<file path="src/rtl/seq_det_ctrl.sv">
`default_nettype none
// +-----------------------------------------------------------------------------+
// | seq_det_ctrl : programmable serial pattern detector with run control       |
// | Optional idle-run timeout enabled by macro SEQ_DET_TIMEOUT_EN              |
// | Revision: 1.0                                                              |
// +-----------------------------------------------------------------------------+
module seq_det_ctrl #(
    parameter int MAX_LEN = 8,
    parameter int CNT_W   = 8,
    parameter int LEN_W   = 4
`ifdef SEQ_DET_TIMEOUT_EN
    ,
    parameter int TIMEOUT = 64
`endif
) (
    input  logic               clk,
    input  logic               rst,
    input  logic               cfg_valid,
    output logic               cfg_ready,
    input  logic [MAX_LEN-1:0] cfg_pattern,
    input  logic [LEN_W-1:0]   cfg_len,
    input  logic               cfg_overlap,
    input  logic [CNT_W-1:0]   cfg_target,
    input  logic               start,
    input  logic               abort,
    input  logic               signal,
    output logic               match,
    output logic [CNT_W-1:0]   match_cnt,
    output logic               busy,
    output logic               done
`ifdef SEQ_DET_TIMEOUT_EN
    ,
    output logic               timeout
`endif
);

    localparam logic [LEN_W-1:0] C_LEN_ONE  = LEN_W'(1);
    localparam logic [LEN_W-1:0] C_MAX_LEN  = LEN_W'(MAX_LEN);
    localparam logic [LEN_W-1:0] C_FILL_MAX = LEN_W'(MAX_LEN - 1);
    localparam logic [CNT_W-1:0] C_CNT_ONE  = CNT_W'(1);

    typedef enum logic [1:0] {
        S_IDLE = 2'd0,
        S_RUN  = 2'd1,
        S_DONE = 2'd2
    } state_t;

    state_t               r_state;
    state_t               w_state_nxt;

    logic [MAX_LEN-1:0]   r_pat;
    logic [LEN_W-1:0]     r_len;
    logic                 r_ovl;
    logic [CNT_W-1:0]     r_tgt;

    logic [MAX_LEN-2:0]   r_hist;
    logic [MAX_LEN-2:0]   w_hist_nxt;
    logic [LEN_W-1:0]     r_fill;
    logic [LEN_W-1:0]     w_fill_nxt;
    logic [CNT_W-1:0]     r_cnt;
    logic [CNT_W-1:0]     w_cnt_nxt;

    logic [LEN_W-1:0]     w_cfg_len;
    logic [MAX_LEN-1:0]   w_window;
    logic [MAX_LEN-1:0]   w_mask;
    logic [LEN_W-1:0]     w_len_m1;
    logic [CNT_W-1:0]     w_cnt_inc;
    logic                 w_hit;
    logic                 w_fill_ok;

`ifdef SEQ_DET_TIMEOUT_EN
    localparam int               TMO_W       = $clog2(TIMEOUT) + 1;
    localparam logic [TMO_W-1:0] C_TMO_LAST  = TMO_W'(TIMEOUT - 1);
    localparam logic [TMO_W-1:0] C_TMO_ONE   = TMO_W'(1);
    logic [TMO_W-1:0]     r_tmo;
    logic [TMO_W-1:0]     w_tmo_nxt;
`endif

    always_comb begin
        w_cfg_len = cfg_len;
        if (cfg_len == '0) begin
            w_cfg_len = C_LEN_ONE;
        end else if (cfg_len > C_MAX_LEN) begin
            w_cfg_len = C_MAX_LEN;
        end
    end

    // Only the low len bits of the window take part in the compare.
    always_comb begin
        w_mask = '0;
        for (int i = 0; i < MAX_LEN; i++) begin
            w_mask[i] = (i < int'(r_len));
        end
    end

    assign w_window  = {r_hist, signal};
    assign w_hit     = ((w_window ^ r_pat) & w_mask) == '0;
    assign w_len_m1  = r_len - C_LEN_ONE;
    assign w_fill_ok = (r_fill >= w_len_m1);
    assign w_cnt_inc = r_cnt + C_CNT_ONE;

    always_comb begin
        w_state_nxt = r_state;
        w_hist_nxt  = r_hist;
        w_fill_nxt  = r_fill;
        w_cnt_nxt   = r_cnt;
        match       = 1'b0;
`ifdef SEQ_DET_TIMEOUT_EN
        w_tmo_nxt   = '0;
        timeout     = 1'b0;
`endif
        case (r_state)
            S_IDLE: begin
                if (start) begin
                    w_state_nxt = S_RUN;
                    w_hist_nxt  = '0;
                    w_fill_nxt  = '0;
                    w_cnt_nxt   = '0;
                end
            end
            S_RUN: begin
                if (abort) begin
                    w_state_nxt = S_IDLE;
                end else begin
                    w_hist_nxt = w_window[MAX_LEN-2:0];
                    w_fill_nxt = (r_fill == C_FILL_MAX) ? r_fill : r_fill + C_LEN_ONE;
`ifdef SEQ_DET_TIMEOUT_EN
                    w_tmo_nxt  = r_tmo + C_TMO_ONE;
`endif
                    if (w_fill_ok && w_hit) begin
                        match = 1'b1;
                        if (r_cnt != '1) begin
                            w_cnt_nxt = w_cnt_inc;
                        end
                        // Non-overlapping: the next match must be built from fresh bits.
                        if (!r_ovl) begin
                            w_hist_nxt = '0;
                            w_fill_nxt = '0;
                        end
                        if ((r_tgt != '0) && (w_cnt_inc == r_tgt)) begin
                            w_state_nxt = S_DONE;
                        end
`ifdef SEQ_DET_TIMEOUT_EN
                        w_tmo_nxt = '0;
                    end else if (r_tmo == C_TMO_LAST) begin
                        timeout     = 1'b1;
                        w_state_nxt = S_IDLE;
`endif
                    end
                end
            end
            S_DONE: begin
                w_state_nxt = S_IDLE;
            end
            default: begin
                w_state_nxt = S_IDLE;
            end
        endcase
    end

    always_ff @(posedge clk or posedge rst) begin
        if (rst) begin
            r_state <= S_IDLE;
            r_hist  <= '0;
            r_fill  <= '0;
            r_cnt   <= '0;
`ifdef SEQ_DET_TIMEOUT_EN
            r_tmo   <= '0;
`endif
        end else begin
            r_state <= w_state_nxt;
            r_hist  <= w_hist_nxt;
            r_fill  <= w_fill_nxt;
            r_cnt   <= w_cnt_nxt;
`ifdef SEQ_DET_TIMEOUT_EN
            r_tmo   <= w_tmo_nxt;
`endif
        end
    end

    always_ff @(posedge clk or posedge rst) begin
        if (rst) begin
            r_pat <= MAX_LEN'(11);
            r_len <= LEN_W'(4);
            r_ovl <= 1'b0;
            r_tgt <= '0;
        end else if ((r_state == S_IDLE) && cfg_valid) begin
            r_pat <= cfg_pattern;
            r_len <= w_cfg_len;
            r_ovl <= cfg_overlap;
            r_tgt <= cfg_target;
        end
    end

    assign cfg_ready = (r_state == S_IDLE);
    assign busy      = (r_state == S_RUN);
    assign done      = (r_state == S_DONE);
    assign match_cnt = r_cnt;

endmodule
`default_nettype wire

</file>
<file path="config.mk">
export PLATFORM = sky130hd
export DESIGN_NAME = seq_det_ctrl
export DESIGN_NICKNAME = d
export VERILOG_FILES = /design/src/rtl/seq_det_ctrl.sv
export SDC_FILE = /design/constraint.sdc
export NUM_CORES = 1
export LEC_CHECK = 0
export ABC_AREA = 1
export CORE_MARGIN = 4
export CORE_UTILIZATION = 58
export CTS_CLUSTER_DIAMETER = 120
export CTS_CLUSTER_SIZE = 30
export DETAILED_ROUTE_END_ITERATION = 12
export PLACE_DENSITY = 0.92
export RECOVER_POWER = 50
export SYNTH_ARGS = -nofsm -noshare
export SYNTH_HDL_FRONTEND = slang
export SYNTH_SLANG_ARGS = --single-unit
</file>
<file path="constraint.sdc">
create_clock -name clk -period 5.11 [get_ports clk]
set_input_delay 1.533 -clock clk [delete_from_list [all_inputs] [get_ports clk]]
set_output_delay 1.533 -clock clk [all_outputs]
set_load 0.02 [all_outputs]
</file>
==> flow_metrics.py <==
metrics = {
    "logic_synthesis": {
        "synth_edf_count": 0,
        "avgSynthCellArea_um2": 7.04,
        "seq_area_frac_synth_pct": 42.1,
        "syn_area_um2": 2510,
        "synth_cells": 356,
        "synthDistinctLibCells": 27,
        "async_reset_ff_share_pct": 100,
        "synth_ff_type": "dfrtp_1",
        "syn_nets": 392,
        "yosysWarnings": 0,
        "ys_ff_latch": 42,
    },
    "routing": {
        "dr.pass1.iters": 4,
        "routed_via_density": 5.13,
        "initialDrtViolationCount": 147,
        "wirelength_mm": 5.42,
        "final_antenna_net_count": 0,
        "post-route-drc-count": 0,
        "via_count": 2310,
        "wl_per_cell_um": 12.1,
    },
    "global_routing": {
        "grt_pass1_wl_mm": 9.34,
        "grt_pass1_vias": 2303,
        "grt_use_total_pct": 21.9,
        "grt-ovfl-total": 0,
        "grt_max_degree": 43,
        "antenna_found_initial": 0,
    },
    "floorplanning": {
        "start_util_pct": 61.3,
        "die_w_um": 73.7,
        "die-area_um2": 5440,
        "core_region_area_um2": 4090,
        "core.rowCount": 23,
        "io_pins": 39,
        "die_h_um": 73.7,
    },
    "sta": {
        "clock_skew_ns": 0.00495,
        "fin_crit_sh_pct": 95.3,
        "rsz0062_at_grt": "no",
        "slew_viol_final": 43,
        "tightest_slew_ns": 2.20,
        "slew_headroom_pct": -46.8,
        "tns_ns": 0,
        "worst_slack_ns": 0.239,
        "fmax_mhz": 205,
        "finalCriticalPeriod_ns": 4.87,
        "setup_violations": 0,
        "final_hold_viol_count": 0,
    },
    "place": {
        "post-place-cells": 442,
        "port_buffers": 38,
        "dp_hpwl_mm": 4.06,
        "dpl-instance-area_um2": 2950,
        "pre_cts_ws_ns": 0.267,
        "gp_congestion": 0.878,
    },
    "pwr": {
        "p_clk_share_pct": 22.9,
        "p_comb_share_pct": 30.6,
        "intPower_uw": 588,
        "power.leakage_uw": 0.00157,
        "power_density_nw_per_um2": 301,
        "swShare_pct": 35.1,
        "switchingPower_uw": 317,
        "ir_worst_vdd_uv": 242,
        "seq_power_share_pct": 46.5,
    },
    "clock_tree": {
        "cts_setup_buffers": 0,
        "ctsRootBufferMaster": "clkbuf_8",
        "cts.repair.resized": 0,
        "numCtsBuffers": 5,
        "cts_buffer_depth": 2,
        "cts_hold_buf": 0,
        "htreeDepth": 2,
        "clock_latency_ns": 0.29,
        "cts_tree": "built",
        "clock-sinks": 42,
        "clk_pin_slew_ns": 0.08,
    },
    "layout": {
        "diodes": 0,
        "finalNetCount": 435,
        "final_common_cell": "nand2_1",
        "syn2layout_area_growth_pct": 19.9,
        "n_fill_cell": 319,
        "fin_cells": 450,
        "most-common-layout-cells": "154 x nand2_1, 51 x inv_1, 38 x dfrtp_1",
        "drive_gt1_share_pct": 4.75,
        "fin_area_um2": 3010,
    },
    "worst_hold_path": {
        "hold_end": "r_ovl$_DFFE_PP0P_",
        "hold_path.startpoint": "r_ovl$_DFFE_PP0P_",
        "hold_path.class": "flop to flop",
        "hold_path_depth": 2,
    },
    "critical_path": {
        "path_max_fanout": 5,
        "r2r_slack_ns": 2.53,
        "cp-end-kind": "output port",
        "r2r_start": "r_len[2]$_DFFE_PP1P_",
        "worstPathCellList": "clkdlybuf4s50_1 -> inv_1 -> nand2_1 -> nand2_1 -> nand2_1 -> nand2_1 -> nor2_1 -> nand3_4 -> nor2_1 -> clkdlybuf4s50_1",
        "slowest_stage": "clkdlybuf4s50_1",
        "reg2reg_depth": 12,
        "path_common_cell": "nand2_1",
        "start_kind": "primary input",
        "critical_path_class": "primary input to output port",
        "r2r_end": "r_hist[2]$_DFFE_PP0P_",
        "slowest_delay_ns": 0.61,
        "crit_required_ns": 3.58,
        "cp.arrival_ns": 3.34,
    },
    "run": {
        "max_cap_viol_count": 1,
    },
    "run_status": {
        "status": "finished with violations",
        "violations": "max-capacitance violations, max-slew violations",
    },
}
## per-stage QoR
stage,utilization [%],hold WS (ns),total power (uW)
2_1_floorplan,-,0.463,621
3_3_place_gp,72.1,0.487,688
3_5_place_dp,72.1,0.503,706
4_1_cts,74.1,0.530,914
5_1_grt,73.5,0.545,970
6_report,73.5,0.518,906
## kinds of logic (layout without fill, tap and decap cells)
family                   after synthesis  in the layout  share of synthesized area [%]
AO/OA/AOI/OAI                         31             31                           6.69
XOR/XNOR                               4              4                           1.40
adder cells (fa/ha/maj)                9              9                           4.49
buffers and inverters                 58            102                           8.79
flip-flops                            42             42                           42.1
multiplexers                           1              1                          0.399
AND/OR/NAND/NOR                      211            211                           36.1
## metal layers
metal  track usage (%)  wire [um]  vias to the layer above
met4              8.25         73                        0
met2              38.7       2780                       54
met1              26.0       2320                     1066
met3              4.38        250                        7
met5                 0          0                        -
li1                  -          -                     1183
## Yosys cell counts, types with 3 or more instances
| master | count | share of area [%] |
|---|---|---|
| nor2_2 | 3 | 0.75 |
| nand3_1 | 24 | 4.8 |
| dfrtp_1 | 38 | 38 |
| inv_1 | 51 | 7.6 |
| nor2_1 | 19 | 2.8 |
| o21ai_0 | 19 | 3.8 |
| nor2_4 | 4 | 1.8 |
| a21oi_1 | 4 | 0.80 |
| ha_1 | 9 | 4.5 |
| o22ai_1 | 4 | 1.0 |
| nand2_1 | 153 | 23 |
| dfstp_2 | 4 | 4.2 |
| xor2_1 | 3 | 1.0 |
## worst max-delay path, delay by kind of cell
| kind | cells | cell delay (ns) |
|---|---|---|
| buffers and inverters | 3 | 1.16 |
| and+or+nand+nor | 7 | 0.64 |
## area by class of cell
class	count	area (um^2)	area share (%)
sequential	42	1060	35.1
timing repair buffer	40	392	13.0
inverter	54	203	6.74
tap	50	62.6	2.08
multi-input combinational	256	1210	40.3
clock inverter	2	10.0	0.333
clock buffer	6	72.6	2.41
## power by group through the flow
stage,registers (uW),logic [uW],clock network (uW)
after floorplan,418,202,0
after global placement,424,264,0
after detailed placement,427,279,0
after CTS,421,282,211
after global routing,428,317,226
final,421,277,207
## registers in the layout, indices dropped and copies added, names as in the netlist
name / count
match_cnt: 8
r_fill: 4
r_hist: 7
r_len: 4
r_ovl: 1
r_pat: 8
r_state: 2
r_tgt: 8
## how the worst max path moves through the flow
stage,cells after the start,startpoint,slack [ns],to
finish,10,signal,0.24,match
global placement,10,signal,0.30,match
detailed placement,10,signal,0.27,match
CTS,10,signal,0.27,match
global route,10,signal,0.09,match
floorplan,8,signal,1.29,match
Power figures use the tool's default switching activity.
==> variant, RTL diff (config.mk and constraints unchanged) <==
Put one more register stage on the output `match_cnt`, cleared by the reset. The value now appears one clock later. The other outputs are not delayed to match.
--- a/src/rtl/seq_det_ctrl.sv
+++ b/src/rtl/seq_det_ctrl.sv
@@ -197,3 +197,9 @@
     assign done      = (r_state == S_DONE);
-    assign match_cnt = r_cnt;
+    always_ff @(posedge clk or posedge rst) begin
+        if (rst) begin
+            match_cnt <= '0;
+        end else begin
+            match_cnt <= r_cnt;
+        end
+    end
 
Formal check against the unedited RTL: not equivalent (Yosys sat finds a counterexample within 4 cycles, from zero or initial values and one cycle with rst high).
==> variant against the unedited design <==
  * The flow still finishes with violations (capacitance limit, slew limit)
  * Sequential cell count grew 8
  * Routed wire length is 8.4% higher
  * Final cell count shrank 1.8%
  * Setup slack gained 0.013 ns
  * Synthesized area increased by 7.1%
  * Design area up 7.7%
  * Total power rose by 17%
==> variant: results (changes against the unedited design) <==
[outcome]
outcome=finished with violations  ; unchanged
violations=capacitance limit, slew limit  ; unchanged

[detailed_routing]
wl_met1_mm=2.45  ; was 2.32 mm
dr_wl_met3_um=315  ; was 250 um
viasPerCell=5.33  ; was 5.13
drtIter0Drc=238  ; was 147

[pwr]
p_int_uw=706  ; was 588 uW
ir_worst_vdd_uv=198  ; was 242 uV
p_leak_uw=0.00162  ; was 0.00157 uW

[timing]
slew_viol_final=51  ; was 43
skew_ns=0.00931  ; was 0.00495 ns
tightestPinTransition_ns=1.84  ; was 2.20 ns

[placement]
place_hpwl_mm=4.23  ; was 4.06 mm
dp_slack_ns=0.263  ; was 0.267 ns

[global_routing]
grt_util_met2=0.367  ; was 0.387
track_usage=0.213  ; was 0.219
grt_first_pass_wirelength_mm=10.2  ; was 9.34 mm
grtUsageMet3=0.0402  ; was 0.0438
grt_pass1_vias=2349  ; was 2303
grt_max_degree=51  ; was 43

[final_layout]
drive_above_1_share=0.100  ; was 0.0475

[synthesis]
synthTopCellsByCount=nand2_1, dfrtp_1, inv_1  ; was nand2_1, inv_1, dfrtp_1

[clock_tree]
clkLatencyLatePin_ns=0.31  ; was 0.29 ns
cts.clk_slew.worst_paths_ns=0.10  ; was 0.08 ns

[flow_run]
drv_cap=1  ; unchanged

-- variant: cell types whose count changed after synthesis, moves of 3 or more --
cell	delta
o21ai_1	+6
dfrtp_1	+8
inv_2	+6
nand2_1	-20
o21ai_0	-5
nand2_2	+3
nor2_2	+3
inv_1	-16
-- variant: cell families after synthesis --
logic type / share of synthesized area
fa+ha+maj: 0.0420
simple gates: 0.330
buf+inv: 0.0681
flops: 0.468
xor+xnor: 0.0163
compound gates: 0.0718
mux: 0.00373
-- variant: final cells by class --
class,count,share of cell area
clock buffer,5,0.0213
clock inverter,3,0.0147
inverter,44,0.0510
multi-input combinational,249,0.385
sequential,50,0.388
tap,52,0.0201
timing repair buffer,39,0.120
-- variant: worst paths after layout --
check | startpoint | endpoint | slack, ns
max reg2reg | r_len[2] | r_hist[6] | 2.85
max in group asynchronous | rst | r_state[1] | 1.80
min in group asynchronous | rst | r_pat[2] | 2.25
max | signal | match | 0.25
min | r_cnt[6] | match_cnt[6] | 0.44
min reg2reg | r_cnt[6] | match_cnt[6] | 0.44
-- variant: worst max-delay path: stages --
cell	delay [ns]
clkdlybuf4s50_1	0.45
or2_1	0.22
nand3_1	0.08
nand2_1	0.08
nor2_4	0.11
nand3_4	0.10
nor2_2	0.13
clkdlybuf4s50_1	0.62
-- variant: per-stage QoR --
stage | area [sq um] | hold slack (ns) | cells | power, uW
3_5_place_dp | 3120 | 0.428 | 434 | 769
2_1_floorplan | 2680 | 0.395 | 347 | 689
6_report | 3240 | 0.441 | 442 | 1060
4_1_cts | 3240 | 0.436 | 442 | 1060
5_1_grt | 3240 | 0.458 | 442 | 1120
3_3_place_gp | 3120 | 0.418 | 434 | 752
